File: config.mk
export PLATFORM = sky130hd
export DESIGN_NAME = seg7_display_ctrl
export DESIGN_NICKNAME = d
export VERILOG_FILES = /design/src/rtl/seg7_display_ctrl.sv
export SDC_FILE = /design/constraint.sdc
export NUM_CORES = 1
export LEC_CHECK = 0
export ABC_CLOCK_PERIOD_IN_PS = 3500
export CORE_ASPECT_RATIO = 0.75
export CORE_MARGIN = 3
export CORE_UTILIZATION = 30
export CTS_BUF_LIST = sky130_fd_sc_hd__clkbuf_4
export DETAILED_ROUTE_END_ITERATION = 12
export SLEW_MARGIN = 5
export SYNTH_ARGS = -nofsm -noshare
export SYNTH_HDL_FRONTEND = slang
export SYNTH_SLANG_ARGS = --single-unit
File: constraint.sdc
create_clock -name clk -period 3.5 [get_ports clk]
set_input_delay 0.7 -clock clk [delete_from_list [all_inputs] [get_ports clk]]
set_output_delay 0.7 -clock clk [all_outputs]
set_load 0.02 [all_outputs]
File: src/rtl/seg7_display_ctrl.sv
// Seven-segment display controller: page selection (manual or auto-rotating),
// per-digit blinking, static per-digit segment outputs and a multiplexed
// scan bus with a blanking window at the start of every digit slot.
module seg7_display_ctrl #(
  parameter int NUM_DIGITS = 4,
  parameter int NUM_PAGES  = 4,
  parameter int SCAN_DIV   = 1000,
  parameter int BLANK_CYC  = 50,
  parameter int AUTO_DWELL = 300,
  parameter int BLINK_HALF = 50,
  localparam int PW = (NUM_PAGES > 1) ? $clog2(NUM_PAGES) : 1
) (
  input  logic                              clk,
  input  logic                              rst,
  input  logic                              clk_en,
  input  logic [NUM_PAGES*NUM_DIGITS*4-1:0] page_data,
  input  logic [PW-1:0]                     page_sel,
  input  logic                              auto_mode,
  input  logic [NUM_DIGITS-1:0]             blink_mask,
  output logic [PW-1:0]                     page_cur,
  output logic [NUM_DIGITS*7-1:0]           seg_static,
  output logic [6:0]                        seg_mux,
  output logic [NUM_DIGITS-1:0]             dig_en_n
);

  localparam int SW = (SCAN_DIV > 1)   ? $clog2(SCAN_DIV)   : 1;
  localparam int DW = (AUTO_DWELL > 1) ? $clog2(AUTO_DWELL) : 1;
  localparam int BW = (BLINK_HALF > 1) ? $clog2(BLINK_HALF) : 1;
  localparam int IW = (NUM_DIGITS > 1) ? $clog2(NUM_DIGITS) : 1;

  localparam logic [PW-1:0] LAST_PAGE  = PW'(NUM_PAGES - 1);
  localparam logic [PW:0]   NP_EXT     = (PW + 1)'(NUM_PAGES);
  localparam logic [SW-1:0] SLOT_LAST  = SW'(SCAN_DIV - 1);
  localparam logic [SW-1:0] BLANK_END  = SW'(BLANK_CYC);
  localparam logic [IW-1:0] IDX_LAST   = IW'(NUM_DIGITS - 1);
  localparam logic [DW-1:0] DWELL_LAST = DW'(AUTO_DWELL - 1);
  localparam logic [BW-1:0] BLINK_LAST = BW'(BLINK_HALF - 1);

  // Active-low GFEDCBA hex font; anything unexpected shows blank.
  function automatic logic [6:0] hex_to_seg(input logic [3:0] nib);
    logic [6:0] seg;
    case (nib)
      4'h0:    seg = 7'h40;
      4'h1:    seg = 7'h79;
      4'h2:    seg = 7'h24;
      4'h3:    seg = 7'h30;
      4'h4:    seg = 7'h19;
      4'h5:    seg = 7'h12;
      4'h6:    seg = 7'h02;
      4'h7:    seg = 7'h78;
      4'h8:    seg = 7'h00;
      4'h9:    seg = 7'h10;
      4'hA:    seg = 7'h08;
      4'hB:    seg = 7'h03;
      4'hC:    seg = 7'h46;
      4'hD:    seg = 7'h21;
      4'hE:    seg = 7'h06;
      4'hF:    seg = 7'h0E;
      default: seg = 7'h7F;
    endcase
    return seg;
  endfunction

  logic [PW-1:0]           r_page_cur;
  logic                    r_auto_q;
  logic [DW-1:0]           r_dwell;
  logic [BW-1:0]           r_blink_cnt;
  logic                    r_blink_hidden;
  logic [SW-1:0]           r_slot;
  logic [IW-1:0]           r_idx;
  logic [NUM_DIGITS*7-1:0] r_seg_static;
  logic [6:0]              r_seg_mux;
  logic [NUM_DIGITS-1:0]   r_dig_en_n;

  logic [PW-1:0]           w_page_nxt;
  logic [DW-1:0]           w_dwell_nxt;
  logic [BW-1:0]           w_blink_cnt_nxt;
  logic                    w_blink_hidden_nxt;
  logic [SW-1:0]           w_slot_nxt;
  logic [IW-1:0]           w_idx_nxt;
  logic [NUM_DIGITS*7-1:0] w_seg_all;
  logic [NUM_DIGITS-1:0]   w_dig_nxt;
  logic                    w_mux_load;

  // Page selection: manual clamp or dwell-timed rotation; a mode flip only clears the dwell.
  always_comb begin
    w_page_nxt  = r_page_cur;
    w_dwell_nxt = r_dwell;
    if (auto_mode) begin
      if (auto_mode != r_auto_q) begin
        w_dwell_nxt = '0;
      end else if (clk_en) begin
        if (r_dwell == DWELL_LAST) begin
          w_dwell_nxt = '0;
          w_page_nxt  = (r_page_cur == LAST_PAGE) ? '0 : r_page_cur + PW'(1);
        end else begin
          w_dwell_nxt = r_dwell + DW'(1);
        end
      end else begin
        w_dwell_nxt = r_dwell;
      end
    end else begin
      w_dwell_nxt = '0;
      if ({1'b0, page_sel} >= NP_EXT) begin
        w_page_nxt = LAST_PAGE;
      end else begin
        w_page_nxt = page_sel;
      end
    end
  end

  // Blink timing; a page change restarts it in the visible phase.
  always_comb begin
    w_blink_cnt_nxt    = r_blink_cnt;
    w_blink_hidden_nxt = r_blink_hidden;
    if (w_page_nxt != r_page_cur) begin
      w_blink_cnt_nxt    = '0;
      w_blink_hidden_nxt = 1'b0;
    end else if (clk_en) begin
      if (r_blink_cnt == BLINK_LAST) begin
        w_blink_cnt_nxt    = '0;
        w_blink_hidden_nxt = ~r_blink_hidden;
      end else begin
        w_blink_cnt_nxt = r_blink_cnt + BW'(1);
      end
    end else begin
      w_blink_cnt_nxt = r_blink_cnt;
    end
  end

  // Scan slot/index stepping and the registered enables/segment load that follow them.
  always_comb begin
    w_slot_nxt = r_slot + SW'(1);
    w_idx_nxt  = r_idx;
    if (r_slot == SLOT_LAST) begin
      w_slot_nxt = '0;
      w_idx_nxt  = (r_idx == IDX_LAST) ? '0 : r_idx + IW'(1);
    end else begin
      w_idx_nxt = r_idx;
    end
    w_mux_load = (w_slot_nxt < BLANK_END) || (w_slot_nxt == '0);
    w_dig_nxt  = '1;
    if (w_slot_nxt < BLANK_END) begin
      w_dig_nxt = '1;
    end else begin
      w_dig_nxt[w_idx_nxt] = 1'b0;
    end
  end

  // Decode every digit of the current page, blanking blinking digits in the hidden phase.
  always_comb begin
    w_seg_all = '1;
    for (int d = 0; d < NUM_DIGITS; d++) begin
      if (r_blink_hidden && blink_mask[d]) begin
        w_seg_all[d*7 +: 7] = 7'h7F;
      end else begin
        w_seg_all[d*7 +: 7] =
          hex_to_seg(page_data[(int'(r_page_cur) * NUM_DIGITS + d) * 4 +: 4]);
      end
    end
  end

  // Page, mode and blink state.
  always_ff @(posedge clk) begin
    if (rst) begin
      r_page_cur     <= '0;
      r_auto_q       <= auto_mode;
      r_dwell        <= '0;
      r_blink_cnt    <= '0;
      r_blink_hidden <= 1'b0;
    end else begin
      r_page_cur     <= w_page_nxt;
      r_auto_q       <= auto_mode;
      r_dwell        <= w_dwell_nxt;
      r_blink_cnt    <= w_blink_cnt_nxt;
      r_blink_hidden <= w_blink_hidden_nxt;
    end
  end

  // Scan counters and registered segment/enable outputs; seg_mux only reloads while blanked.
  always_ff @(posedge clk) begin
    if (rst) begin
      r_slot       <= '0;
      r_idx        <= '0;
      r_seg_static <= '1;
      r_seg_mux    <= 7'h7F;
      r_dig_en_n   <= '1;
    end else begin
      r_slot       <= w_slot_nxt;
      r_idx        <= w_idx_nxt;
      r_seg_static <= w_seg_all;
      r_dig_en_n   <= w_dig_nxt;
      if (w_mux_load) begin
        r_seg_mux <= w_seg_all[int'(w_idx_nxt) * 7 +: 7];
      end else begin
        r_seg_mux <= r_seg_mux;
      end
    end
  end

  assign page_cur   = r_page_cur;
  assign seg_static = r_seg_static;
  assign seg_mux    = r_seg_mux;
  assign dig_en_n   = r_dig_en_n;

endmodule

# Word level (Yosys, flattened, before mapping)
# Memory sizes are Yosys's and may differ from the RTL's.
# Cells that the tools add are included.
# op_classes
addsub	8
mul	1
div_mod_pow	0
n_lt_le_gt_ge	3
eq_ne	7
shift	5
mux	16
bitwise	3
reduce_logical	11
# op_table
op	n
variable part select 64 x 8 -> 4 bit	3
variable part select 64 x 7 -> 4 bit	1
two-way mux 7 bit	4
variable part select 28 x 6 -> 7 bit	1
two-way mux 2 bit	7
adder 10 x 1 -> 10 bit (second input constant)	1
adder 4 x 2 -> 5 bit (second input constant)	2
equality test 10 bit (second input constant)	1
zero test 10 bit	1
< comparator 10 x 6 -> 1 bit (second input constant)	1
two-way mux 10 bit	1
adder 9 x 1 -> 9 bit (second input constant)	1
equality test 9 bit (second input constant)	1
two-way mux 9 bit	1
adder 6 x 1 -> 6 bit (second input constant)	1
equality test 6 bit (second input constant)	1
two-way mux 6 bit	1
adder 4 x 1 -> 5 bit (second input constant)	1
logical AND 1 bit	5
multiplier 2 x 3 -> 5 bit (second input constant)	1
adder 2 x 1 -> 2 bit (second input constant)	2
equality test 2 bit (second input constant)	2
inverter 4 bit	1
OR reduction 2 bit	2
other kinds (10)	11
# totals
ff_bits	70
latch_bits	0
ramBits	0
mem_bits_ro	448
in_bits	74
wordCells	68
memories	4
# memory_table
memory	words	word_bits	rd	rd_ports_with_merged_regs	wr	line	text
(no name shown)	16	7	1	0	0	42	case (nib)
(no name shown)	16	7	1	0	0	42	
(no name shown)	16	7	1	0	0	42	
(no name shown)	16	7	1	0	0	42	

# Depth between registers and ports, before layout
# depth
word_depth	8
depth_mapped	11
depth_no_buf	9

# Worst setup path before layout
# No wires, ideal clock.
# synth_path
kind	register to register
from	register r_page_cur[0] (netlist: page_cur[0])
to	register r_seg_mux[0] (netlist: seg_mux[0])
setup_time_ns	0.081
arrival_time_ns	2.740
t_required_ns	3.419
setup_slack_ns	0.680
stages_incl_launch_ff	12
n_path_buf	2
synth_period_minus_slack_ns	2.820
cell_sequence	dfxtp_1 > buf_6 > buf_6 > mux4_2 > inv_1 > ha_1 > nand2_1 > or3_1 > nor4bb_1 > a41oi_1 > o21ai_0 > a41oi_1
# synth_between
elab_chain_len	5
elab_cells_between_ends	16
classes_between	add/sub: 3; shift: 5; mux: 4; memory: 4
# synth_rtl
element	line	text
from (decl)	64	logic [PW-1:0] r_page_cur;
from (signal assigned)	172	r_page_cur <= w_page_nxt;
adder 4 x 1 -> 5 bit or adder 4 x 2 -> 5 bit (tied branches)	158	hex_to_seg(page_data[(int'(r_page_cur) * NUM_DIGITS + d) * 4 +: 4]);
variable part select 64 x 8 -> 4 bit	158	
memory read (16 x 7 bit)	--	
two-way mux 7 bit	154	if (r_blink_hidden && blink_mask[d]) begin
variable part select 28 x 6 -> 7 bit (*)	194	r_seg_mux <= w_seg_all[int'(w_idx_nxt) * 7 +: 7];
to (signal assigned)	194	
to (signal assigned)	196	r_seg_mux <= r_seg_mux;
to (decl)	72	logic [6:0] r_seg_mux;
# Mark *: on every way between the ends. The rest lies on a longest branch, timed or not.
# A chain may end at the register's enable or synchronous reset.

# Worst setup path in the final report
# layout_path
from	register r_page_cur[0] (netlist: page_cur[0])
to	register r_seg_mux[4] (netlist: seg_mux[4])
# Same word-level chain as after synthesis.

==> impl_metrics.env <==
export IMPL_post_synth_num_cell_types=75
export IMPL_p_switching_mw=0.775
export IMPL_route_detailed_drc=0
export IMPL_die_height_um=115
export IMPL_cts_buffers=9
export IMPL_use_met1=0.222
export IMPL_power_share_switching=0.355
export IMPL_grt_max_degree=25
export IMPL_routedWlPerCell_um=16.9
export IMPL_h_tree_depth=3
export IMPL_status="finished clean"
export IMPL_synth_top_cell_area_share=0.294
export IMPL_yosysTopAreaCell="dfxtp_1"
export IMPL_cts_sinks=70
export IMPL_core_um2=15400
export IMPL_grt_pass1_wl_mm=21.4
export IMPL_postPlaceCellArea_um2=6050
export IMPL_endpoint_kind="flop"
export IMPL_first_pass_iters=7
export IMPL_final_antenna_net_count=0
export IMPL_crit_buf_inv=2
export IMPL_drv_cap=0
export IMPL_grt_use_met2=0.235
export IMPL_path_cells="buf_4 -> mux4_2 -> inv_1 -> ha_1 -> mux2i_1 -> o221ai_1 -> o32ai_1 -> a311o_1 -> a31oi_1"
export IMPL_cellInternalPower_mw=1.41
export IMPL_reg2reg_to="seg_mux[4]"
export IMPL_combPwrFrac=0.362
export IMPL_power_frac_clock=0.227
export IMPL_synthTopCellsByCount="70 x dfxtp_1, 55 x nor2_1, 35 x nand2_1"
export IMPL_rsz0062_at_grt="no"
export IMPL_top_usage_layer="met2"
export IMPL_cp_endpoint="seg_mux[4]"
export IMPL_cp_arrival_ps=3460
export IMPL_grt_antenna_before_repair=0
export IMPL_worstMarginPinSlew_ps=711
export IMPL_port_buffers=114
export IMPL_dr_total_vias=4360
export IMPL_final_net_count=718
export IMPL_track_usage=0.156
export IMPL_syn_to_final_growth_pct=29.7
export IMPL_ys_warn_count=0
export IMPL_cts_tree="done"
export IMPL_antennaDiodeCount=0
export IMPL_p_leak_nw=2.34
export IMPL_fillers=1513
export IMPL_cts_max_path_buffers=2
export IMPL_grt_pass1_vias=4100
export IMPL_worstHoldPathCells=1
export IMPL_clock_fmax_ghz=0.325
export IMPL_gp_congestion=0.907
export IMPL_hold_viol=0
export IMPL_clk_pin_slew_ps=140
export IMPL_vdd_drop_max_v=0.000154
export IMPL_met3_usage=0.0366
export IMPL_setup_violations_final=0
export IMPL_max_slew_margin=0.523
export IMPL_fin_crit_sh=0.878
export IMPL_hpwlAfterDp_mm=11.2
export IMPL_syn_nets=615
export IMPL_cp_slowest_cell="mux4_2"
export IMPL_start_util=0.310
export IMPL_cts_hold_fix_buffers=0
export IMPL_ff2ff_path_depth=9
export IMPL_syn_cell_area_um2=4760
export IMPL_slowest_delay_ps=630
export IMPL_cts_setup_buffers=0
export IMPL_r2r_setup_slack_ps=430
export IMPL_async_flop_share=0
export IMPL_synth_area_top_cells="dfxtp_1 29%, ha_1 7.9%, mux4_2 7.1%, mux2i_1 5.5%, nor2_1 4.3%"
export IMPL_startpoint_type="flop"
export IMPL_worstSetupStartpoint="page_cur[0]"
export IMPL_crit_fanout=15
export IMPL_reg2reg_from="page_cur[0]"
export IMPL_syn_avg_cell_area_um2=9.31
export IMPL_rows=39
export IMPL_worstSetupPathType="flop to flop"
export IMPL_min_period_ps=3070
export IMPL_final_cells=824
export IMPL_hp_class="flop to flop"
export IMPL_critPathTopFamily="compound AO/OA/AOI/OAI gates"
export IMPL_synth_edf_count=0
export IMPL_synth_most_common_cell="dfxtp_1"
export IMPL_clock_latency_ps=440
export IMPL_power_share_sequential=0.411
export IMPL_worstPathRequired_ps=3880
export IMPL_powerDensity_nw_per_um2=353
export IMPL_final_setup_skew_ps=24.2
export IMPL_avgViaCountPerCell=5.29
export IMPL_synth_ff_type="dfxtp_1"
export IMPL_path_depth=9
export IMPL_drt_total_wl_mm=13.9
export IMPL_die_area_um2=17400
export IMPL_drive_gt1_frac=0.102
export IMPL_maxSlewViolCount=0
export IMPL_drt_iter0_markers=426
export IMPL_fp_dieW_um=151
export IMPL_ys_ff_latch=70
export IMPL_cts_root_buf="clkbuf_4"
export IMPL_tns_ps=0
export IMPL_synthCells=511
export IMPL_ys_seq_area_frac=0.294
export IMPL_grt_overflow_total=0
export IMPL_io_pins=115
export IMPL_dp_cells=808
export IMPL_postCtsResizedCells=0
export IMPL_final_area_um2=6170
[how the worst min path moves through the flow]
stage | slack [ps] | to | startpoint
finish | 510 | r_slot[0] | r_slot[0]
global route | 560 | r_slot[0] | r_slot[0]
CTS | 510 | r_slot[0] | r_slot[0]
detailed placement | 480 | r_slot[0] | r_slot[0]
global placement | 470 | r_slot[0] | r_slot[0]
floorplan | 450 | r_slot[0] | r_slot[0]
[layer usage]
metal  vias to the layer above  wire (um)
met2                       178       6010
met1                      2054       6550
met3                        25       1070
met4                         0        267
li1                       2103          -
met5                         -          0
[power groups by stage]
stage | sequential [mW] | combinational, mW | clock, mW
after floorplan | 0.976 | 0.399 | 0
after global placement | 0.916 | 0.768 | 0
after detailed placement | 0.917 | 0.785 | 0
after CTS | 0.898 | 0.787 | 0.508
after global routing | 0.905 | 0.848 | 0.544
final | 0.897 | 0.789 | 0.496
[worst reg2reg max path, cell delays in order, from the launching register on]
cell and delay (ps):
dfxtp_2 590, buf_4 310, mux4_2 640, inv_1 150, ha_1 270, mux2i_1 110, o221ai_1 320, o32ai_1 150
a311o_1 340, a31oi_1 150
[state kept, by name, summed over array words and instances (netlist names)]
| register | flops |
|---|---|
| page_cur | 2 |
| r_idx | 2 |
| r_slot | 10 |
| seg_mux | 7 |
| r_dwell | 9 |
| r_blink_hidden | 1 |
| seg_static | 28 |
| r_auto_q | 1 |
| dig_en_n | 4 |
| r_blink_cnt | 6 |
[area by class of cell]
cell class	instances	area, um2	area share
timing repair buffer	123	1210	0.196
multi-input combinational	388	3100	0.501
clock inverter	7	61.3	0.00993
sequential	70	1400	0.227
tap	205	256	0.0415
inverter	22	82.6	0.0134
clock buffer	9	67.6	0.0109
[cell families after synthesis]
group	count (synthesis)	share of synthesized area
and+or+nand+nor	193	0.215
AOI/OAI and AO/OA	89	0.151
DFF	70	0.294
buffers and inverters	53	0.0552
muxes	53	0.164
adders and majority gates	30	0.0789
xor gates and xnor gates	23	0.0423
[per-stage QoR]
stage	setup slack [ps]	hold slack (ps)	total power, mW	utilization
after floorplan	680	449	1.38	-
after detailed placement	272	478	1.70	0.393
after global placement	340	475	1.68	0.393
after CTS	467	507	2.19	0.402
after global routing	287	561	2.30	0.402
final	427	509	2.18	0.402
[cell usage in the layout, fill, tap and decap left out, types with 6 or more instances in the layout]
cell,n
nand2b_1,12
o21ai_0,10
o221ai_1,8
ha_1,30
a2111oi_0,7
buf_4,9
or3_1,12
inv_1,22
and2_1,6
clkdlybuf4s50_1,114
dfxtp_1,69
mux4_2,15
mux2_2,9
nor3_1,8
nand3_1,13
nor2_1,55
clkbuf_4,9
nand2_1,35
a21oi_1,12
xnor2_1,8
nor2b_1,6
mux2i_1,26
nand4_1,10
xor2_1,15
Note: power is estimated with default switching activity, not from simulation.
